## config.mk

```make
export PLATFORM = sky130hd
export DESIGN_NAME = seven_seg_scan_ctrl_flat
export DESIGN_NICKNAME = d
export VERILOG_FILES = /design/src/rtl/seven_seg_scan_ctrl_if.sv /design/src/rtl/seven_seg_scan_ctrl.sv /design/src/flat_wrapper.sv
export SDC_FILE = /design/constraint.sdc
export NUM_CORES = 1
export LEC_CHECK = 0
export ABC_AREA = 0
export BUFFER_PORTS_ARGS = -buffer_cell sky130_fd_sc_hd__buf_2
export CORE_ASPECT_RATIO = 1.4
export CORE_MARGIN = 3
export CORE_UTILIZATION = 52
export CTS_CLUSTER_DIAMETER = 100
export DETAILED_ROUTE_END_ITERATION = 12
export MAX_ROUTING_LAYER = met4
export PLACE_DENSITY = 0.76
export REMOVE_ABC_BUFFERS = 1
export SLEW_MARGIN = 20
export SYNTH_ARGS = -nofsm -noshare
export SYNTH_HDL_FRONTEND = slang
export SYNTH_SLANG_ARGS = --single-unit
```

## constraint.sdc

```tcl
create_clock -name CLK100MHZ -period 2.5 [get_ports CLK100MHZ]
set_clock_uncertainty 0.1 [all_clocks]
set_input_delay 0.5 -clock CLK100MHZ [delete_from_list [all_inputs] [get_ports CLK100MHZ]]
set_output_delay 0.5 -clock CLK100MHZ [all_outputs]
set_load 0.02 [all_outputs]
```

## src/rtl/seven_seg_scan_ctrl_if.sv

```systemverilog
// rtl/seven_seg_scan_ctrl_if.sv - display load/scan signal bundle for seven_seg_scan_ctrl
//
// Groups the load handshake (load, value_in, digit_en_in, dp_en_in) and the
// display pin / status outputs (AN, SEG, DP, pending, frame_done).
//   master : producer of display contents, observer of pins and status
//   slave  : the scan controller
interface seven_seg_scan_ctrl_if;
    logic        load;
    logic [31:0] value_in;
    logic [7:0]  digit_en_in;
    logic [7:0]  dp_en_in;
    logic [7:0]  AN;
    logic [6:0]  SEG;
    logic        DP;
    logic        pending;
    logic        frame_done;

    modport master (
        output load, value_in, digit_en_in, dp_en_in,
        input  AN, SEG, DP, pending, frame_done
    );

    modport slave (
        input  load, value_in, digit_en_in, dp_en_in,
        output AN, SEG, DP, pending, frame_done
    );
endinterface

```

## src/rtl/seven_seg_scan_ctrl.sv

```systemverilog
// rtl/seven_seg_scan_ctrl.sv - eight-digit common-anode 7-segment scan controller
//
// Cycles one shared hex decoder across eight digits. Each slot is BLANK_CYCLES
// of all-off followed by ON_CYCLES driving one digit. New contents are captured
// into a shadow register on load and copied to the active register only at the
// frame boundary (end of digit 7 drive), so a frame is never torn.
//
// Ports:
//   CLK100MHZ  : clock, rising edge
//   CPU_RESETN : asynchronous active-low reset
//   disp       : slave modport of seven_seg_scan_ctrl_if
//                load/value_in/digit_en_in/dp_en_in in,
//                AN/SEG/DP (active low), pending, frame_done out
module seven_seg_scan_ctrl #(
    parameter int ON_CYCLES    = 12500,
    parameter int BLANK_CYCLES = 500
) (
    input  logic                  CLK100MHZ,
    input  logic                  CPU_RESETN,
    seven_seg_scan_ctrl_if.slave  disp
);

    localparam int MAX_CYC = (ON_CYCLES > BLANK_CYCLES) ? ON_CYCLES : BLANK_CYCLES;
    // A single-cycle phase still needs one counter bit to exist.
    localparam int CW      = (MAX_CYC > 1) ? $clog2(MAX_CYC) : 1;

    localparam logic [CW-1:0] BLANK_LAST = CW'(BLANK_CYCLES - 1);
    localparam logic [CW-1:0] ON_LAST    = CW'(ON_CYCLES - 1);

    typedef enum logic {
        BLANK = 1'b0,
        DRIVE = 1'b1
    } phase_t;

    phase_t        r_phase;
    phase_t        w_phase_nxt;
    logic [CW-1:0] r_cnt;
    logic [CW-1:0] w_cnt_nxt;
    logic [2:0]    r_digit;
    logic [2:0]    w_digit_nxt;
    logic          w_boundary;

    logic [31:0]   r_sh_val;
    logic [7:0]    r_sh_en;
    logic [7:0]    r_sh_dp;
    logic [31:0]   r_act_val;
    logic [7:0]    r_act_en;
    logic [7:0]    r_act_dp;
    logic          r_pending;
    logic          r_frame_done;

    logic [7:0]    r_an;
    logic [6:0]    r_seg;
    logic          r_dp;
    logic [7:0]    w_an_nxt;
    logic [6:0]    w_seg_nxt;
    logic          w_dp_nxt;
    logic [3:0]    w_nib;
    logic [6:0]    w_lit;

    // Phase/slot sequencer
    always_ff @(posedge CLK100MHZ or negedge CPU_RESETN) begin
        if (!CPU_RESETN) begin
            r_phase <= BLANK;
            r_cnt   <= '0;
            r_digit <= 3'd0;
        end else begin
            r_phase <= w_phase_nxt;
            r_cnt   <= w_cnt_nxt;
            r_digit <= w_digit_nxt;
        end
    end

    always_comb begin
        w_phase_nxt = r_phase;
        w_cnt_nxt   = r_cnt + 1'b1;
        w_digit_nxt = r_digit;
        w_boundary  = 1'b0;
        case (r_phase)
            BLANK: begin
                if (r_cnt == BLANK_LAST) begin
                    w_phase_nxt = DRIVE;
                    w_cnt_nxt   = '0;
                end
            end
            DRIVE: begin
                if (r_cnt == ON_LAST) begin
                    w_phase_nxt = BLANK;
                    w_cnt_nxt   = '0;
                    w_digit_nxt = r_digit + 3'd1;
                    w_boundary  = (r_digit == 3'd7);
                end
            end
            default: begin
                w_phase_nxt = BLANK;
                w_cnt_nxt   = '0;
            end
        endcase
    end

    // Shared hex decoder; bit 0 = segment a ... bit 6 = segment g, 1 = lit
    assign w_nib = r_act_val[{r_digit, 2'b00} +: 4];

    always_comb begin
        w_lit = 7'h00;
        case (w_nib)
            4'h0: w_lit = 7'h3F;
            4'h1: w_lit = 7'h06;
            4'h2: w_lit = 7'h5B;
            4'h3: w_lit = 7'h4F;
            4'h4: w_lit = 7'h66;
            4'h5: w_lit = 7'h6D;
            4'h6: w_lit = 7'h7D;
            4'h7: w_lit = 7'h07;
            4'h8: w_lit = 7'h7F;
            4'h9: w_lit = 7'h6F;
            4'hA: w_lit = 7'h77;
            4'hB: w_lit = 7'h7C;
            4'hC: w_lit = 7'h39;
            4'hD: w_lit = 7'h5E;
            4'hE: w_lit = 7'h79;
            4'hF: w_lit = 7'h71;
            default: w_lit = 7'h00;
        endcase
    end

    // Pin values for the current state; registered below so the pins show the
    // slot one cycle later and never glitch between digits.
    always_comb begin
        w_an_nxt  = 8'hFF;
        w_seg_nxt = 7'h7F;
        w_dp_nxt  = 1'b1;
        if (r_phase == DRIVE) begin
            w_seg_nxt = ~w_lit;
            if (r_act_en[r_digit]) begin
                w_an_nxt = ~(8'b1 << r_digit);
                w_dp_nxt = ~r_act_dp[r_digit];
            end
        end
    end

    // Double-buffered contents. A load on the boundary edge still lands in the
    // shadow and keeps pending set; the boundary applies the pre-edge shadow.
    always_ff @(posedge CLK100MHZ or negedge CPU_RESETN) begin
        if (!CPU_RESETN) begin
            r_sh_val     <= '0;
            r_sh_en      <= '0;
            r_sh_dp      <= '0;
            r_act_val    <= '0;
            r_act_en     <= '0;
            r_act_dp     <= '0;
            r_pending    <= 1'b0;
            r_frame_done <= 1'b0;
            r_an         <= 8'hFF;
            r_seg        <= 7'h7F;
            r_dp         <= 1'b1;
        end else begin
            r_frame_done <= w_boundary;
            r_an         <= w_an_nxt;
            r_seg        <= w_seg_nxt;
            r_dp         <= w_dp_nxt;
            if (w_boundary && r_pending) begin
                r_act_val <= r_sh_val;
                r_act_en  <= r_sh_en;
                r_act_dp  <= r_sh_dp;
            end
            if (disp.load) begin
                r_sh_val  <= disp.value_in;
                r_sh_en   <= disp.digit_en_in;
                r_sh_dp   <= disp.dp_en_in;
                r_pending <= 1'b1;
            end else if (w_boundary) begin
                r_pending <= 1'b0;
            end
        end
    end

    assign disp.AN         = r_an;
    assign disp.SEG        = r_seg;
    assign disp.DP         = r_dp;
    assign disp.pending    = r_pending;
    assign disp.frame_done = r_frame_done;

endmodule

```

## src/flat_wrapper.sv

```systemverilog
// flat-port wrapper written by rule: the top's interface ports become plain ports
module seven_seg_scan_ctrl_flat 
#(
    parameter int ON_CYCLES    = 12500,
    parameter int BLANK_CYCLES = 500
)
  (CLK100MHZ, CPU_RESETN, disp_load, disp_value_in, disp_digit_en_in, disp_dp_en_in, disp_AN, disp_SEG, disp_DP, disp_pending, disp_frame_done);
  seven_seg_scan_ctrl_if disp_i ();
  input  logic CLK100MHZ;
  input  logic CPU_RESETN;
  input wire logic [$bits(disp_i.load)-1:0] disp_load;
  input wire logic [$bits(disp_i.value_in)-1:0] disp_value_in;
  input wire logic [$bits(disp_i.digit_en_in)-1:0] disp_digit_en_in;
  input wire logic [$bits(disp_i.dp_en_in)-1:0] disp_dp_en_in;
  output wire logic [$bits(disp_i.AN)-1:0] disp_AN;
  output wire logic [$bits(disp_i.SEG)-1:0] disp_SEG;
  output wire logic [$bits(disp_i.DP)-1:0] disp_DP;
  output wire logic [$bits(disp_i.pending)-1:0] disp_pending;
  output wire logic [$bits(disp_i.frame_done)-1:0] disp_frame_done;
  assign disp_i.load = disp_load;
  assign disp_i.value_in = disp_value_in;
  assign disp_i.digit_en_in = disp_digit_en_in;
  assign disp_i.dp_en_in = disp_dp_en_in;
  assign disp_AN = disp_i.AN;
  assign disp_SEG = disp_i.SEG;
  assign disp_DP = disp_i.DP;
  assign disp_pending = disp_i.pending;
  assign disp_frame_done = disp_i.frame_done;
  seven_seg_scan_ctrl #(.ON_CYCLES(ON_CYCLES), .BLANK_CYCLES(BLANK_CYCLES)) u_core (.CLK100MHZ(CLK100MHZ), .CPU_RESETN(CPU_RESETN), .disp(disp_i));
endmodule
```

==> impl_metrics.ini <==
[outcome]
status = finished, final reports clean

[die]
fp.coreArea_sq_um = 10520
die_w_microns = 94.09
initial_utilization = 0.5372
row_count = 44
die_h_microns = 129.3
dieArea_sq_um = 12170
ios = 69

[power_and_ir_drop]
p_leak_nw = 3.272
p_int_mw = 4.247
swShare = 0.1916
combPwrFrac = 0.037
seqPwrFrac = 0.431
clock_power_share = 0.531
finalPower_mw = 5.254
p_switching_mw = 1.007
powerDensity_nw_per_um2 = 756.1
worst_ir_drop_vdd_mv = 0.4661

[placement]
hpwl_microns = 7430
dp.cells = 595
place.gp.congestion = 0.8427
numPortBuffers = 68

[yosys]
avgSynthCellArea_sq_um = 14.60
ys_types = 41
synth_ff_type = dfrtp_1
synth-seq-cells = 132
ys_seq_area_frac = 0.5883
synth_async_sr_flop_share = 1.000
netlist_area_sq_um = 5649
syn_inst = 387
yosysWarnings = 0
synth_edf_count = 0

[detailed_routing]
drtIter0Drc = 197
wirelength_microns = 10430
ant_nets = 0
via_per_inst = 5.330
drc_errors = 0
detail_route.wl_per_cell_microns = 16.61
drt_first_pass_iters = 4
vias = 3347

[worst_setup_path]
worst-path-max-fanout = 8
cp-start-kind = flip-flop
path_class = reg -> reg
worstPathRequired_ps = 2730
crit_path_end_kind = flip-flop
cp.arrival_ps = 2520

[global_route]
grt_pass1_vias = 3619
antenna_found_initial = 0
grt_overflow = 0
grt_usage = 0.1989
grt_pass1_wl_microns = 17730
grt_max_degree = 57

[timing]
maxSlewViolCount = 0
rsz0062_at_grt = false
fin_crit_ps = 2293
setup_violations = 0
period_share = 0.9171
worst_slew_pin_slew_ps = 512.5
relSlewSlack = 0.6583
final_hold_viol_count = 0
fmax_mhz = 436.2

[hold_path]
hold_path_class = in -> reg

[cts]
htree_levels = 4
numClockSinks = 132
clk_pin_slew_ps = 60
clk_path_buf_depth = 2
post-cts-setup-buffers = 0
cts_buffers = 17
cts_root_buf = clkbuf_16
insertion_delay_ps = 410
ctsHoldBuffers = 1
cts_tree = yes
post_cts_resized = 0

[finish]
final_nets = 542
finalCoreUtilization = 0.6609
antennaDiodeCount = 0
fin_cells = 628
layout-drive-gt1-share = 0.4612
area_delta_synth_final_pct = 23.01

[job]
max-cap-violations = 0
-- sequential cells by signal, indices dropped and copies added (netlist names) --
| signal | cells |
|---|---|
| u_core.r_act_val | 32 |
| u_core.r_sh_val | 32 |
| u_core.r_cnt | 14 |
| u_core.disp.AN | 8 |
| u_core.r_act_dp | 8 |
| u_core.r_act_en | 8 |
| u_core.r_sh_dp | 8 |
| u_core.r_sh_en | 8 |
| u_core.disp.SEG | 7 |
| u_core.r_digit | 3 |
| u_core.disp.DP | 1 |
| u_core.disp.frame_done | 1 |
| u_core.disp.pending | 1 |
| u_core.r_phase | 1 |
-- kinds of logic (layout without fill, tap and decap cells) --
logic type	Yosys count	after routing	share of synthesized area
AND/OR/NAND/NOR	70	70	0.06334
buffers and inverters	25	128	0.02392
flip-flops	132	132	0.5883
multiplexers	120	120	0.2567
XOR/XNOR	13	13	0.02016
AO/OA/AOI/OAI	13	13	0.01661
adder cells (fa/ha/maj)	14	14	0.03101
-- power by group through the flow --
stage                     Sequential [mW]  Clock, mW  Combinational (mW)
after floorplan                      2.28          0              0.0823
after global placement               2.30          0               0.190
after detailed placement             2.30          0               0.199
after CTS                            2.27       2.84               0.201
after global routing                 2.27       2.95               0.220
final                                2.27       2.79               0.195
-- cell type report --
| cell class | count | area (sq um) |
|---|---|---|
| clock buffers | 19 | 452.9 |
| clock inverters | 13 | 229.0 |
| fillers | 748 | 3566 |
| inverters | 10 | 37.54 |
| multi-input cells | 230 | 2191 |
| flip-flops and latches | 132 | 3323 |
| well taps | 138 | 172.7 |
| repair buffers | 86 | 543.0 |
-- cell usage in the layout (no fill, tap or decap), types with 11 or more instances in the layout --
master / n
mux2_1: 20
nand2_1: 15
dfstp_2: 16
buf_2: 67
buf_4: 13
mux2_2: 79
nor2_1: 15
ha_1: 14
dfrtp_1: 116
nand3_1: 18
clkbuf_16: 17
mux2i_1: 11
-- worst max-delay path, stage by stage, from the launching register on --
cell,delay [ps]
dfrtp_1,540
mux4_2,560
mux2i_1,190
inv_1,90
ha_1,250
mux2_2,280
o22a_1,200
-- layer usage --
layer,vias up,track usage,wire length [microns]
li1,1559,-,-
met1,1691,0.2250,4134
met2,78,0.3308,5609
met3,19,0.05401,393
met4,0,0.08673,297
met5,-,-,0
-- cells in the mapped netlist (2+ instances only) --
cell type	number	area, sq um
dfstp_2	16	420.4
ha_1	14	175.2
nand3_1	18	90.09
nor4_1	2	12.51
inv_1	9	33.78
xor2_1	6	52.55
nor2b_1	2	12.51
and2_1	3	18.77
buf_4	2	15.01
nor2_1	15	56.30
clkbuf_1	3	11.26
nand2_1	15	56.30
o22a_1	2	17.52
nand4_1	4	25.02
buf_8	2	30.03
xnor2_1	7	61.31
buf_2	3	15.01
mux2i_1	11	110.1
mux4_2	10	225.2
a21oi_1	2	10.01
buf_1	4	15.01
mux2_1	20	225.2
nand2b_1	2	12.51
nor3_1	2	10.01
o21ai_0	2	10.01
dfrtp_1	116	2903
mux2_2	79	889.6
o221ai_1	3	26.28
-- stage by stage --
| stage | hold WS (ps) | worst slack (ps) | instance area (sq um) | TNS (ps) |
|---|---|---|---|---|
| detailed placement | 360.5 | 213.4 | 6257 | 0 |
| global route | 201.9 | 97.50 | 6949 | 0 |
| floorplan | 104.4 | -46.50 | 5552 | -51.49 |
| global placement | 354.1 | 214.7 | 6257 | 0 |
| CTS | 203.0 | 200.2 | 6949 | 0 |
| finish | 213.8 | 207.3 | 6949 | 0 |
-- path summary, 6_finish.rpt --
path	from	to	slack [ps]	cells past startpoint
min	disp_value_in[21]	u_core.r_sh_val[21]	210	2
max in group asynchronous	CPU_RESETN	u_core.disp.SEG[0]	1200	3
min in group asynchronous	CPU_RESETN	u_core.r_cnt[3]	470	2
min reg2reg	u_core.r_act_val[17]	u_core.r_act_val[17]	390	1
max reg2reg	u_core.r_digit[1]	u_core.disp.SEG[0]	210	6
max	u_core.r_digit[1]	u_core.disp.SEG[0]	210	6
Note: power is estimated with default switching activity, not from simulation.
